### src/rtl/branch_resolve_pkg.sv
// Shared types for branch resolution: queued prediction entry, FSM states, PC step.
// Pure declarations; no logic, no latency, no flow control.
package branch_resolve_pkg;

  localparam int WORD_W = 32;
  typedef logic [WORD_W-1:0] word_t;

  typedef struct packed {
    word_t pc;
    logic  taken;
    word_t npc;
  } bres_entry_t;

  typedef enum logic {BRES_RUN, BRES_RECOVER} bres_state_t;

  localparam int BRES_PC_INC = 4;

endpackage

### src/rtl/branch_resolve_if.sv
// Fetch push side, EX resolve side and predictor/flush outputs of branch_resolve.
// slave = the resolver, master = the surrounding pipeline.
interface branch_resolve_if #(
  parameter int DEPTH = 4,
  parameter int PC_W  = 32
) ();

  logic                     pred_valid;
  logic [PC_W-1:0]          pred_pc;
  logic                     pred_taken;
  logic [PC_W-1:0]          pred_npc;
  logic                     pred_ready;
  logic                     res_valid;
  logic                     res_taken;
  logic [PC_W-1:0]          res_target;
  logic                     upd_valid;
  logic                     upd_hit;
  logic                     flush;
  logic [PC_W-1:0]          flush_pc;
  logic [$clog2(DEPTH):0]   count;

  modport slave (
    input  pred_valid, pred_pc, pred_taken, pred_npc,
    input  res_valid, res_taken, res_target,
    output pred_ready, upd_valid, upd_hit, flush, flush_pc, count
  );

  modport master (
    output pred_valid, pred_pc, pred_taken, pred_npc,
    output res_valid, res_taken, res_target,
    input  pred_ready, upd_valid, upd_hit, flush, flush_pc, count
  );

endinterface

### src/rtl/branch_resolve_fifo.sv
// In-order circular queue of outstanding predictions; head is visible combinationally.
// Push ignored when full, pop ignored when empty; clear wins over push and pop.
module bres_fifo
  import branch_resolve_pkg::*;
#(
  parameter type T     = bres_entry_t,
  parameter int  DEPTH = 4
) (
  input  logic                   clk,
  input  logic                   rst,
  input  logic                   push,
  input  T                       push_dat,
  input  logic                   pop,
  input  logic                   clear,
  output T                       head_dat,
  output logic                   full,
  output logic                   empty,
  output logic [$clog2(DEPTH):0] count
);

  localparam int PW = $clog2(DEPTH);
  localparam logic [PW:0] FULL_CNT = (PW+1)'(DEPTH);

  T              mem [DEPTH];
  logic [PW-1:0] wr_ptr;
  logic [PW-1:0] rd_ptr;
  logic          do_push;
  logic          do_pop;

  assign full     = (count == FULL_CNT);
  assign empty    = (count == '0);
  assign do_push  = push && !full;
  assign do_pop   = pop && !empty;
  assign head_dat = mem[rd_ptr];

  // Power-of-two depth lets the pointers wrap by plain overflow.
  always_ff @(posedge clk) begin
    if (rst || clear) begin
      wr_ptr <= '0;
      rd_ptr <= '0;
      count  <= '0;
    end else begin
      if (do_push) wr_ptr <= wr_ptr + 1'b1;
      if (do_pop)  rd_ptr <= rd_ptr + 1'b1;
      case ({do_push, do_pop})
        2'b10:   count <= count + 1'b1;
        2'b01:   count <= count - 1'b1;
        default: count <= count;
      endcase
    end
  end

  always_ff @(posedge clk) begin
    if (do_push) mem[wr_ptr] <= push_dat;
  end

endmodule

### src/rtl/branch_resolve.sv
// Resolves the oldest queued prediction against the EX outcome: predictor update and flush 1 cycle later.
// pred_ready drops when full or while recovering from a mispredict; BRES_STATS_EN adds saturating counters.
module branch_resolve
  import branch_resolve_pkg::*;
#(
  parameter int DEPTH = 4,
  parameter int PC_W  = 32
) (
  input  logic              CLK,
  input  logic              RST,
  branch_resolve_if.slave   bus
`ifdef BRES_STATS_EN
  ,
  output logic [15:0]       stat_resolved,
  output logic [15:0]       stat_mispred
`endif
);

  typedef struct packed {
    logic [PC_W-1:0] pc;
    logic            taken;
    logic [PC_W-1:0] npc;
  } entry_t;

  bres_state_t            state;
  entry_t                 head;
  entry_t                 push_dat;
  logic                   full;
  logic                   empty;
  logic                   accept;
  logic                   mispred;
  logic                   push;
  logic                   clear;
  logic [PC_W-1:0]        correct_pc;
  logic [$clog2(DEPTH):0] fill;

  assign bus.pred_ready = (state == BRES_RUN) && !full;
  assign bus.count      = fill;

  assign accept     = (state == BRES_RUN) && bus.res_valid && !empty;
  assign mispred    = accept && ((bus.res_taken != head.taken) ||
                                 (bus.res_taken && (bus.res_target != head.npc)));
  assign correct_pc = bus.res_taken ? bus.res_target : head.pc + PC_W'(BRES_PC_INC);

  // A push alongside a mispredict belongs to the squashed path, so drop it.
  assign push     = bus.pred_valid && bus.pred_ready && !mispred;
  assign clear    = mispred || (state == BRES_RECOVER);
  assign push_dat = '{pc: bus.pred_pc, taken: bus.pred_taken, npc: bus.pred_npc};

  bres_fifo #(
    .T     (entry_t),
    .DEPTH (DEPTH)
  ) u_fifo (
    .clk      (CLK),
    .rst      (RST),
    .push     (push),
    .push_dat (push_dat),
    .pop      (accept),
    .clear    (clear),
    .head_dat (head),
    .full     (full),
    .empty    (empty),
    .count    (fill)
  );

  always_ff @(posedge CLK) begin
    if (RST) begin
      state         <= BRES_RUN;
      bus.upd_valid <= 1'b0;
      bus.upd_hit   <= 1'b0;
      bus.flush     <= 1'b0;
      bus.flush_pc  <= '0;
    end else begin
      bus.upd_valid <= accept;
      bus.flush     <= mispred;
      if (accept)  bus.upd_hit  <= bus.res_taken;
      if (mispred) bus.flush_pc <= correct_pc;
      case (state)
        BRES_RUN:     if (mispred) state <= BRES_RECOVER;
        BRES_RECOVER: state <= BRES_RUN;
        default:      state <= BRES_RUN;
      endcase
    end
  end

`ifdef BRES_STATS_EN
  always_ff @(posedge CLK) begin
    if (RST) begin
      stat_resolved <= '0;
      stat_mispred  <= '0;
    end else begin
      if (accept && (stat_resolved != 16'hFFFF))  stat_resolved <= stat_resolved + 16'd1;
      if (mispred && (stat_mispred != 16'hFFFF))  stat_mispred  <= stat_mispred + 16'd1;
    end
  end
`endif

endmodule

### src/flat_wrapper.sv
// flat-port wrapper written by rule: the top's interface ports become plain ports
module branch_resolve_flat import branch_resolve_pkg::*;
#(
  parameter int DEPTH = 4,
  parameter int PC_W  = 32
)
  (CLK, RST, bus_pred_valid, bus_pred_pc, bus_pred_taken, bus_pred_npc, bus_res_valid, bus_res_taken, bus_res_target, bus_pred_ready, bus_upd_valid, bus_upd_hit, bus_flush, bus_flush_pc, bus_count);
  branch_resolve_if #(.DEPTH(DEPTH), .PC_W(PC_W)) bus_i ();
  input  logic CLK;
  input  logic RST;
  input wire logic [$bits(bus_i.pred_valid)-1:0] bus_pred_valid;
  input wire logic [$bits(bus_i.pred_pc)-1:0] bus_pred_pc;
  input wire logic [$bits(bus_i.pred_taken)-1:0] bus_pred_taken;
  input wire logic [$bits(bus_i.pred_npc)-1:0] bus_pred_npc;
  input wire logic [$bits(bus_i.res_valid)-1:0] bus_res_valid;
  input wire logic [$bits(bus_i.res_taken)-1:0] bus_res_taken;
  input wire logic [$bits(bus_i.res_target)-1:0] bus_res_target;
  output wire logic [$bits(bus_i.pred_ready)-1:0] bus_pred_ready;
  output wire logic [$bits(bus_i.upd_valid)-1:0] bus_upd_valid;
  output wire logic [$bits(bus_i.upd_hit)-1:0] bus_upd_hit;
  output wire logic [$bits(bus_i.flush)-1:0] bus_flush;
  output wire logic [$bits(bus_i.flush_pc)-1:0] bus_flush_pc;
  output wire logic [$bits(bus_i.count)-1:0] bus_count;
  assign bus_i.pred_valid = bus_pred_valid;
  assign bus_i.pred_pc = bus_pred_pc;
  assign bus_i.pred_taken = bus_pred_taken;
  assign bus_i.pred_npc = bus_pred_npc;
  assign bus_i.res_valid = bus_res_valid;
  assign bus_i.res_taken = bus_res_taken;
  assign bus_i.res_target = bus_res_target;
  assign bus_pred_ready = bus_i.pred_ready;
  assign bus_upd_valid = bus_i.upd_valid;
  assign bus_upd_hit = bus_i.upd_hit;
  assign bus_flush = bus_i.flush;
  assign bus_flush_pc = bus_i.flush_pc;
  assign bus_count = bus_i.count;
  branch_resolve #(.DEPTH(DEPTH), .PC_W(PC_W)) u_core (.CLK(CLK), .RST(RST), .bus(bus_i));
endmodule
### config.mk
export PLATFORM = sky130hd
export DESIGN_NAME = branch_resolve_flat
export DESIGN_NICKNAME = d
export VERILOG_FILES = /design/src/rtl/branch_resolve_pkg.sv /design/src/rtl/branch_resolve_if.sv /design/src/rtl/branch_resolve_fifo.sv /design/src/rtl/branch_resolve.sv /design/src/flat_wrapper.sv
export SDC_FILE = /design/constraint.sdc
export NUM_CORES = 1
export LEC_CHECK = 0
export CAP_MARGIN = 5
export CORE_AREA = 2 2 195 197
export CTS_CLUSTER_SIZE = 10
export DETAILED_ROUTE_END_ITERATION = 12
export DIE_AREA = 0 0 197 199
export SLEW_MARGIN = 20
export SYNTH_ARGS = -nofsm -noshare
export SYNTH_HDL_FRONTEND = slang
export SYNTH_SLANG_ARGS = --single-unit
### constraint.sdc
create_clock -name CLK -period 7.6 [get_ports CLK]
set_input_delay 0.76 -clock CLK [delete_from_list [all_inputs] [get_ports CLK]]
set_output_delay 0.76 -clock CLK [all_outputs]
set_load 0.03 [all_outputs]
==> flow_metrics.tcl <==
set metrics [dict create \
    worst_pin_slew_ns 1.04 \
    hp-class "flop to flop" \
    h-tree-depth 2 \
    synthArstFlopShare 0 \
    dp_cells 1390 \
    grt_pass1_wl_mm 47.0 \
    yosys.area_share.simple 0.0653 \
    grt_pass1_vias 7421 \
    gr-usage-all-layers 0.163 \
    synthesis.area_mm2 0.0129 \
    period_minus_slack_ns 5.59 \
    core-area_mm2 0.0371 \
    setup_tns_ns 0 \
    cts_tree "yes" \
    cp_slowest_cell "and3_2" \
    finalNetCount 1064 \
    grt_max_degree 68 \
    die-width_um 197 \
    final_util 0.424 \
    netlist_instances 803 \
    synth.avg_cell_area_um2 16.0 \
    postCtsSetupBuffers 0 \
    synth.mux.area_fraction 0.123 \
    final_max_slew_viol_count 0 \
    drtIter0Drc 629 \
    grt_overflow 0 \
    die_h_um 199 \
    wl_per_cell_um 22.0 \
    via_count 7436 \
    arrival_ns 5.77 \
    p_total_uw 5260 \
    pin_count 141 \
    startpoint_type "flop" \
    area_growth_pct 22.4 \
    maxCapViolations 0 \
    hold_viol 0 \
    synthesis.nets 912 \
    cpPeakStageDelay_ns 0.90 \
    p_leak_uw 0.00496 \
    finalNonFillerCells 1448 \
    clkLatencyLatePin_ns 0.52 \
    viasPerCell 5.14 \
    synth_edf_count 260 \
    irDropWorstVdd_mv 0.146 \
    hold_buffers 0 \
    drtPass1Iterations 5 \
    fp.dieArea_mm2 0.0392 \
    synth_adder_area_share 0.00740 \
    outcome "finished clean" \
    critPathRequiredTime_ns 7.78 \
    slew_headroom 0.307 \
    cts_buffers 37 \
    synth_top_family_by_area "multiplexers" \
    synth-xor-area-share 0.0456 \
    routed_wl_mm 31.9 \
    rows 71 \
    path_max_fanout 38 \
    synth_ff_type "edfxtp_1" \
    cts-root-buf "clkbuf_16" \
    worst-path-buf-inv 2 \
    fin_area_mm2 0.0157 \
    max_freq_ghz 0.179 \
    rsz0062_at_grt "no" \
    clock-sinks 305 \
    gp_congestion 0.787 \
    finalSetupViolCount 0 \
    antenna_found_initial 1 \
    post-route-drc-count 0 \
    portBuffers 140 \
    cp-end-kind "flop" \
    dp.final_hpwl_mm 21.6 \
    clock_skew_ns 0.0146 \
    ant_nets 0 \
    ys_warn_count 0 \
    fin_crit_sh 0.736 \
    synth_cell_type_count 56 \
    drive_gt1_frac 0.122 \
    initial_core_util 0.346 \
    cts_resized 0 \
    power_density_mw_per_mm2 334 \
    yosysSeqAreaShare 0.677 \
    critPathKind "flop to flop" \
    cts_buffer_depth 3 \
    cp_top_family "simple AND/OR/NAND/NOR gates" \
    synth-seq-cells 305 \
    placed_area_mm2 0.0147 \
    path_clk_slew_ns 0.06 \
    synth-compound-area-share 0.0542 \
    crit_chain "buf_4 > mux4_2 > xnor2_1 > nand4_1 > nor4_1 > nand4_1 > nand2_2 > and3_2 > buf_4" \
]
==> flip-flops by register name, summed over array words and instances (netlist names), named ones only <==
register / flops
u_core.u_fifo.mem: 260
u_core.bus.flush_pc: 32
u_core.u_fifo.count: 3
u_core.u_fifo.rd_ptr: 2
u_core.u_fifo.wr_ptr: 2
u_core.bus.flush: 1
u_core.bus.upd_hit: 1
u_core.bus.upd_valid: 1
u_core.state: 1
==> area by class of cell <==
type                            count  area [um2]
Clock inverter                      5        52.6
Timing Repair Buffer              154        1500
Antenna cell                        1        2.50
Multi-Input combinational cell    436        3800
Tap cell                          474         593
Inverter                           21        78.8
Fill cell                        3358       21400
Sequential cell                   305        8720
Clock buffer                       52        1000
==> path summary, 6_finish.rpt <==
check	startpoint	cells after the start	slack (ns)	endpoint
min reg2reg	u_core.bus.flush_pc[21]	2	0.47	u_core.bus.flush_pc[21]
min	u_core.bus.flush_pc[21]	2	0.47	u_core.bus.flush_pc[21]
max reg2reg	flop	9	2.01	u_core.u_fifo.mem[1][31]
max	flop	9	2.01	u_core.u_fifo.mem[1][31]
==> tightest hold or removal path: stages, from the launching register on <==
cell	delay [ns]
dfxtp_1	0.31
nand2b_1	0.07
o21ai_1	0.05
==> power by group <==
part           switching [uW]  leakage, uW  internal [uW]
registers                 159      0.00275           2150
clock network             630     0.000505            915
logic                     807      0.00171            599
total                    1600      0.00496           3670
==> synth_stat cells (3+ instances only) <==
cell type	n	area, um2
buf_6	8	90.1
edfxtp_1	260	7810
nor4_1	8	50.1
xnor2_1	54	473
buf_4	5	37.5
a31oi_1	3	18.8
o21ai_0	47	235
dfxtp_1	45	901
o31ai_1	9	67.6
clkbuf_1	15	56.3
mux4_2	41	923
o21ai_1	5	25.0
xor2_1	13	114
nor3_1	5	25.0
and3_1	8	50.1
nand3_1	23	115
a211oi_2	3	37.5
mux2i_1	52	521
nor2_1	22	82.6
buf_2	9	45.0
nor2b_1	17	106
nand2_1	23	86.3
a21oi_1	32	160
inv_1	20	75.1
nand4_1	14	87.6
nand2b_1	9	56.3
nor4_2	4	50.1
a221oi_1	3	26.3
mux4_1	5	131
ha_1	6	75.1
==> per-layer routing <==
metal / wire length [um] / part of all wire / vias up / GRT usage
met1: 14100 / 0.44 / 3713 / 0.225
met5: 0 / 0 / - / 0
met2: 15000 / 0.47 / 254 / 0.263
met4: 754 / 0.024 / 0 / 0.0482
met3: 1960 / 0.062 / 50 / 0.0292
li1: - / - / 3419 / -
==> through the flow <==
stage | setup slack, ns | hold WS, ns
after floorplan | 3.43 | 0.530
after global placement | 1.98 | 0.458
after detailed placement | 1.94 | 0.458
after CTS | 1.92 | 0.467
after global routing | 1.57 | 0.487
final | 2.01 | 0.470
==> placed cells by master (no fill, tap or decap), types with 8 or more instances in the layout <==
| cell type | synthesis | routed |
|---|---|---|
| edfxtp_1 | 260 | 260 |
| clkdlybuf4s50_1 | 0 | 138 |
| xnor2_1 | 54 | 54 |
| mux2i_1 | 52 | 52 |
| o21ai_0 | 47 | 46 |
| dfxtp_1 | 45 | 43 |
| mux4_2 | 41 | 41 |
| clkbuf_16 | 0 | 38 |
| a21oi_1 | 32 | 32 |
| nand2_1 | 23 | 23 |
| nand3_1 | 23 | 23 |
| nor2_1 | 22 | 22 |
| inv_1 | 20 | 20 |
| nor2b_1 | 17 | 17 |
| nand4_1 | 14 | 14 |
| clkbuf_1 | 15 | 14 |
| buf_4 | 5 | 14 |
| xor2_1 | 13 | 13 |
| o31ai_1 | 9 | 9 |
| nand2b_1 | 9 | 9 |
| nor4_1 | 8 | 8 |
==> cell families (layout without fill, tap and decap cells) <==
group,Yosys count,after routing
adder cells (fa/ha/maj),7,7
AND/OR/NAND/NOR,147,147
AO/OA/AOI/OAI,117,117
other,0,1
flip-flops,305,305
multiplexers,98,98
XOR/XNOR,67,67
buffers and inverters,62,232
(Power assumes the default switching activity.)
